`config.mk`:
```
export PLATFORM = sky130hd
export DESIGN_NAME = score_display_ctrl_flat
export DESIGN_NICKNAME = d
export VERILOG_FILES = /design/src/rtl/score_display_ctrl_if.sv /design/src/rtl/score_display_ctrl.sv /design/src/flat_wrapper.sv
export SDC_FILE = /design/constraint.sdc
export NUM_CORES = 1
export LEC_CHECK = 0
export CAP_MARGIN = 10
export CORE_ASPECT_RATIO = 0.9
export CORE_MARGIN = 5
export CORE_UTILIZATION = 30
export DETAILED_ROUTE_END_ITERATION = 6
export SYNTH_ARGS = -nofsm -noshare
export SYNTH_HDL_FRONTEND = slang
export SYNTH_SLANG_ARGS = --single-unit
```
`constraint.sdc`:
```
create_clock -name clk -period 4.67 [get_ports clk]
set_input_delay 0.7005 -clock clk [delete_from_list [all_inputs] [get_ports clk]]
set_output_delay 0.7005 -clock clk [all_outputs]
set_load 0.03 [all_outputs]
```
`src/rtl/score_display_ctrl_if.sv`:
```
// Bus between a score source and the score display controller: conversion
// handshake, BCD digit outputs and per-digit decoder enables.
interface score_display_ctrl_if;
  logic [7:0] score;
  logic       load;
  logic       blink_en;
  logic       ready;
  logic       done;
  logic [3:0] digit0;
  logic [3:0] digit1;
  logic [3:0] digit2;
  logic [2:0] dig_en;

  modport master (
    output score, load, blink_en,
    input  ready, done, digit0, digit1, digit2, dig_en
  );

  modport slave (
    input  score, load, blink_en,
    output ready, done, digit0, digit1, digit2, dig_en
  );
endinterface

```
`src/rtl/score_display_ctrl.sv`:
```
// Binary-to-BCD score converter (sequential double dabble) driving three
// digit decoders, with leading-zero blanking and an independent blink timer.
module score_display_ctrl #(
  parameter int BLINK_HALF = 25000000
) (
  input  logic                 clk,
  input  logic                 reset,
  score_display_ctrl_if.slave  bus
);

  localparam int CW = (BLINK_HALF > 1) ? $clog2(BLINK_HALF) : 1;

  typedef enum logic [1:0] {
    IDLE  = 2'd0,
    SHIFT = 2'd1,
    DONE  = 2'd2
  } state_t;

  state_t          state_q, state_d;
  logic [7:0]      sr_q, sr_d;
  logic [11:0]     bcd_q, bcd_d;
  logic [2:0]      cnt_q, cnt_d;
  logic [11:0]     digits_q, digits_d;
  logic            ready_q, ready_d;
  logic            done_q, done_d;
  logic [CW-1:0]   blink_cnt_q, blink_cnt_d;
  logic            phase_q, phase_d;

  logic [11:0]     bcd_adj_s;
  logic [11:0]     bcd_next_s;
  logic [7:0]      sr_next_s;
  logic [2:0]      base_en_s;

  // Add-3 correction on each nibble, then one left shift of {bcd, sr}.
  always_comb begin
    bcd_adj_s = 12'd0;
    for (int i = 0; i < 3; i++) begin
      if (bcd_q[4*i +: 4] >= 4'd5) begin
        bcd_adj_s[4*i +: 4] = bcd_q[4*i +: 4] + 4'd3;
      end else begin
        bcd_adj_s[4*i +: 4] = bcd_q[4*i +: 4];
      end
    end
    bcd_next_s = {bcd_adj_s[10:0], sr_q[7]};
    sr_next_s  = {sr_q[6:0], 1'b0};
  end

  // Conversion state machine next-state and registered-output logic.
  always_comb begin
    state_d  = state_q;
    sr_d     = sr_q;
    bcd_d    = bcd_q;
    cnt_d    = cnt_q;
    digits_d = digits_q;
    ready_d  = ready_q;
    done_d   = 1'b0;
    case (state_q)
      IDLE: begin
        ready_d = 1'b1;
        if (bus.load) begin
          sr_d    = bus.score;
          bcd_d   = 12'd0;
          cnt_d   = 3'd0;
          ready_d = 1'b0;
          state_d = SHIFT;
        end else begin
          state_d = IDLE;
        end
      end
      SHIFT: begin
        ready_d = 1'b0;
        bcd_d   = bcd_next_s;
        sr_d    = sr_next_s;
        cnt_d   = cnt_q + 3'd1;
        if (cnt_q == 3'd7) begin
          digits_d = bcd_next_s;
          done_d   = 1'b1;
          state_d  = DONE;
        end else begin
          state_d  = SHIFT;
        end
      end
      DONE: begin
        ready_d = 1'b1;
        state_d = IDLE;
      end
      default: begin
        ready_d = 1'b1;
        state_d = IDLE;
      end
    endcase
  end

  // Blink timer: held at zero while disabled, otherwise free-running.
  always_comb begin
    blink_cnt_d = blink_cnt_q;
    phase_d     = phase_q;
    if (!bus.blink_en) begin
      blink_cnt_d = '0;
      phase_d     = 1'b0;
    end else if (blink_cnt_q == CW'(BLINK_HALF - 1)) begin
      blink_cnt_d = '0;
      phase_d     = ~phase_q;
    end else begin
      blink_cnt_d = blink_cnt_q + {{(CW-1){1'b0}}, 1'b1};
    end
  end

  // State and output registers with synchronous active-low reset.
  always_ff @(posedge clk) begin
    if (!reset) begin
      state_q     <= IDLE;
      sr_q        <= 8'd0;
      bcd_q       <= 12'd0;
      cnt_q       <= 3'd0;
      digits_q    <= 12'd0;
      ready_q     <= 1'b1;
      done_q      <= 1'b0;
      blink_cnt_q <= '0;
      phase_q     <= 1'b0;
    end else begin
      state_q     <= state_d;
      sr_q        <= sr_d;
      bcd_q       <= bcd_d;
      cnt_q       <= cnt_d;
      digits_q    <= digits_d;
      ready_q     <= ready_d;
      done_q      <= done_d;
      blink_cnt_q <= blink_cnt_d;
      phase_q     <= phase_d;
    end
  end

  // Leading-zero blanking: ones digit always lit.
  assign base_en_s = {(digits_q[11:8] != 4'd0),
                      (digits_q[11:8] != 4'd0) || (digits_q[7:4] != 4'd0),
                      1'b1};

  assign bus.ready  = ready_q;
  assign bus.done   = done_q;
  assign bus.digit0 = digits_q[3:0];
  assign bus.digit1 = digits_q[7:4];
  assign bus.digit2 = digits_q[11:8];
  assign bus.dig_en = phase_q ? 3'b000 : base_en_s;

endmodule

```
`src/flat_wrapper.sv`:
```
// flat-port wrapper written by rule: the top's interface ports become plain ports
module score_display_ctrl_flat 
#(
  parameter int BLINK_HALF = 25000000
)
  (clk, reset, bus_score, bus_load, bus_blink_en, bus_ready, bus_done, bus_digit0, bus_digit1, bus_digit2, bus_dig_en);
  score_display_ctrl_if bus_i ();
  input  logic clk;
  input  logic reset;
  input wire logic [$bits(bus_i.score)-1:0] bus_score;
  input wire logic [$bits(bus_i.load)-1:0] bus_load;
  input wire logic [$bits(bus_i.blink_en)-1:0] bus_blink_en;
  output wire logic [$bits(bus_i.ready)-1:0] bus_ready;
  output wire logic [$bits(bus_i.done)-1:0] bus_done;
  output wire logic [$bits(bus_i.digit0)-1:0] bus_digit0;
  output wire logic [$bits(bus_i.digit1)-1:0] bus_digit1;
  output wire logic [$bits(bus_i.digit2)-1:0] bus_digit2;
  output wire logic [$bits(bus_i.dig_en)-1:0] bus_dig_en;
  assign bus_i.score = bus_score;
  assign bus_i.load = bus_load;
  assign bus_i.blink_en = bus_blink_en;
  assign bus_ready = bus_i.ready;
  assign bus_done = bus_i.done;
  assign bus_digit0 = bus_i.digit0;
  assign bus_digit1 = bus_i.digit1;
  assign bus_digit2 = bus_i.digit2;
  assign bus_dig_en = bus_i.dig_en;
  score_display_ctrl #(.BLINK_HALF(BLINK_HALF)) u_core (.clk(clk), .reset(reset), .bus(bus_i));
endmodule
```
==> impl_metrics.tcl <==
set metrics [dict create \
    vias 2260 \
    drc 0 \
    firstDrtPassIters 4 \
    synth_largest_area_cell "dfxtp_1" \
    htree_num_levels 3 \
    grt_pass1_wl_microns 10100 \
    drtAntennaViolNets 0 \
    clkLatencyLatePin_ns 0.34 \
    critical_path_class "input pin to flip-flop" \
    syn_to_final_growth_pct 19.6 \
    final_nets 378 \
    setup_viol 0 \
    pre_cts_slack_ns 1.73 \
    cts_setup_buffers 0 \
    synthesis.instances 330 \
    vdd_drop_max_v 0.000128 \
    holdWs_ns 0.471 \
    finalWeightedCongestion 0.784 \
    worst_pin_slew_ns 1.00 \
    placed_cells 472 \
    finalMaxSlewViolations 0 \
    hold_depth 2 \
    synth_seq_cells 65 \
    cts_tree "yes" \
    cts.sink_count 65 \
    postCtsHoldBufs 0 \
    drt-initial-drc-count 111 \
    period_share 0.546 \
    skew_ns 0.0125 \
    place_hpwl_microns 4070 \
    clockBufferDepth 2 \
    synth_top_area_share 0.439 \
    stdcell_count 488 \
    ios 29 \
    antenna_found_initial 0 \
    cp.required_ns 4.90 \
    placed_cell_area_sq_um 3340 \
    grt_max_degree 26 \
    rsz0062_at_grt "no" \
    synth.area.top_cells "dfxtp_1 44%, nand2_1 4.4%, nor2_1 4.3%, xor2_1 4.1%, xnor2_1 3.8%" \
    syn_area_sq_um 2960 \
    antenna_cells 0 \
    synth-seq-area-share 0.439 \
    syn_nets 351 \
    cp-end-kind "flip-flop" \
    layout-drive-gt1-share 0.0635 \
    r2r.worst_path.cells 5 \
    core_sq_um 9660 \
    finalCriticalPeriod_ns 2.55 \
    num_rows 34 \
    p_leak_nw 1.36 \
    grt-ovfl-total 0 \
    avgSynthCellArea_sq_um 8.98 \
    clk_pin_slew_worst_paths_ns 0.08 \
    start_kind "input pin" \
    fmax_mhz 392 \
    ys_types 36 \
    power_density_nw_per_um2 311 \
    finalInstanceArea_sq_um 3540 \
    cap_violations 0 \
    initial_utilization 0.307 \
    grt_pass1_vias 2204 \
    fin_tns_setup_ns 0 \
    die_h_microns 104 \
    yosysWarningCount 0 \
    crit_arrival_ns 2.78 \
    status "complete, no violations" \
    wirelength_microns 5680 \
    die_x_microns 115 \
    hp-class "flip-flop to flip-flop" \
    setup_slack_ns 2.12 \
    grt_usage 0.102 \
    hold_viol_final 0 \
    layout_commonest_cell "dfxtp_1" \
    layout_common_cells "65 x dfxtp_1, 35 x nand2_1, 34 x nor2_1" \
    numCtsBuffers 9 \
    wl_per_cell_microns 11.6 \
    dieArea_sq_um 12000 \
    io_buffers 28 \
    relSlewSlack 0.331 \
    via_per_inst 4.63 \
    ctsResizeCount 0 \
    cts-root-buf "clkbuf_8" \
    path_max_fanout 16 \
]
logic make-up (layout without fill, tap and decap cells):
logic type                 Yosys count  count (layout)  synth area share
and+or+nand+nor                    143             143             0.254
xor gates and xnor gates            27              27            0.0798
muxes                                8               8            0.0270
adders and majority gates            9               9            0.0380
AOI/OAI and AO/OA                   54              54             0.125
buffers and inverters               24              56            0.0372
DFF                                 65              65             0.439
registers in the layout, indices dropped and copies added, names as in the netlist:
register,flops
u_core.blink_cnt_q,25
u_core.bcd_q,12
u_core.digits_q,12
u_core.sr_q,8
u_core.cnt_q,3
u_core.state_q,2
u_core.bus.done,1
u_core.bus.ready,1
u_core.phase_q,1
worst paths after layout:
kind,start,end,slack [ns]
worst min-delay path,u_core.digits_q[2],u_core.digits_q[2],0.47
worst max register to register,u_core.state_q[1],u_core.bcd_q[8],2.60
worst min register to register,u_core.digits_q[2],u_core.digits_q[2],0.47
worst max-delay path,bus_load,u_core.bcd_q[8],2.12
cells in the mapped netlist, drive strengths merged:
cell type	count
a21boi	10
a21oi	14
a22oi	7
a32oi	3
and2	5
and3	9
and4	1
buf	6
clkbuf	8
dfxtp	65
ha	9
inv	10
mux2i	8
nand2	35
nand2b	6
nand3	13
nand3b	2
nand4	7
nor2	34
nor2b	13
nor3	6
nor3b	4
nor4	5
nor4b	1
o211a	9
o21ai	11
or2	1
or3	1
xnor2	13
xor2	14
worst max-delay path: stages:
cell and delay, ns:
clkdlybuf4s50_1 0.44, nor2b_1 0.72, nor2_1 0.47, nand2_1 0.16, o21ai_0 0.10, and2_1 0.20
power breakdown:
| group | leakage [nW] | switching [mW] | internal [mW] |
|---|---|---|---|
| logic | 0.731 | 0.0288 | 0.0258 |
| clock network | 0.104 | 0.229 | 0.251 |
| registers | 0.526 | 0.00568 | 0.563 |
per-stage QoR:
stage,utilization,power (mW)
2_1_floorplan,-,0.619
3_3_place_gp,0.346,0.636
3_5_place_dp,0.346,0.637
4_1_cts,0.367,1.12
5_1_grt,0.367,1.15
6_report,0.367,1.10
area by class of cell:
class / count / area (sq um)
clock buffer: 9 / 124
clock inverter: 7 / 75.1
fill: 995 / 6110
inverter: 10 / 37.5
multi-input combinational: 241 / 1550
sequential: 65 / 1300
tap: 126 / 158
timing repair buffer: 30 / 295
routing by layer:
metal  global-route usage  vias up  part of all wire
li1                     -     1184                 -
met1                0.124     1046              0.48
met2                0.169       25              0.47
met3               0.0332        5             0.043
met4               0.0302        0            0.0093
met5                    0        -                 0
Note: power is estimated with default switching activity, not from simulation.
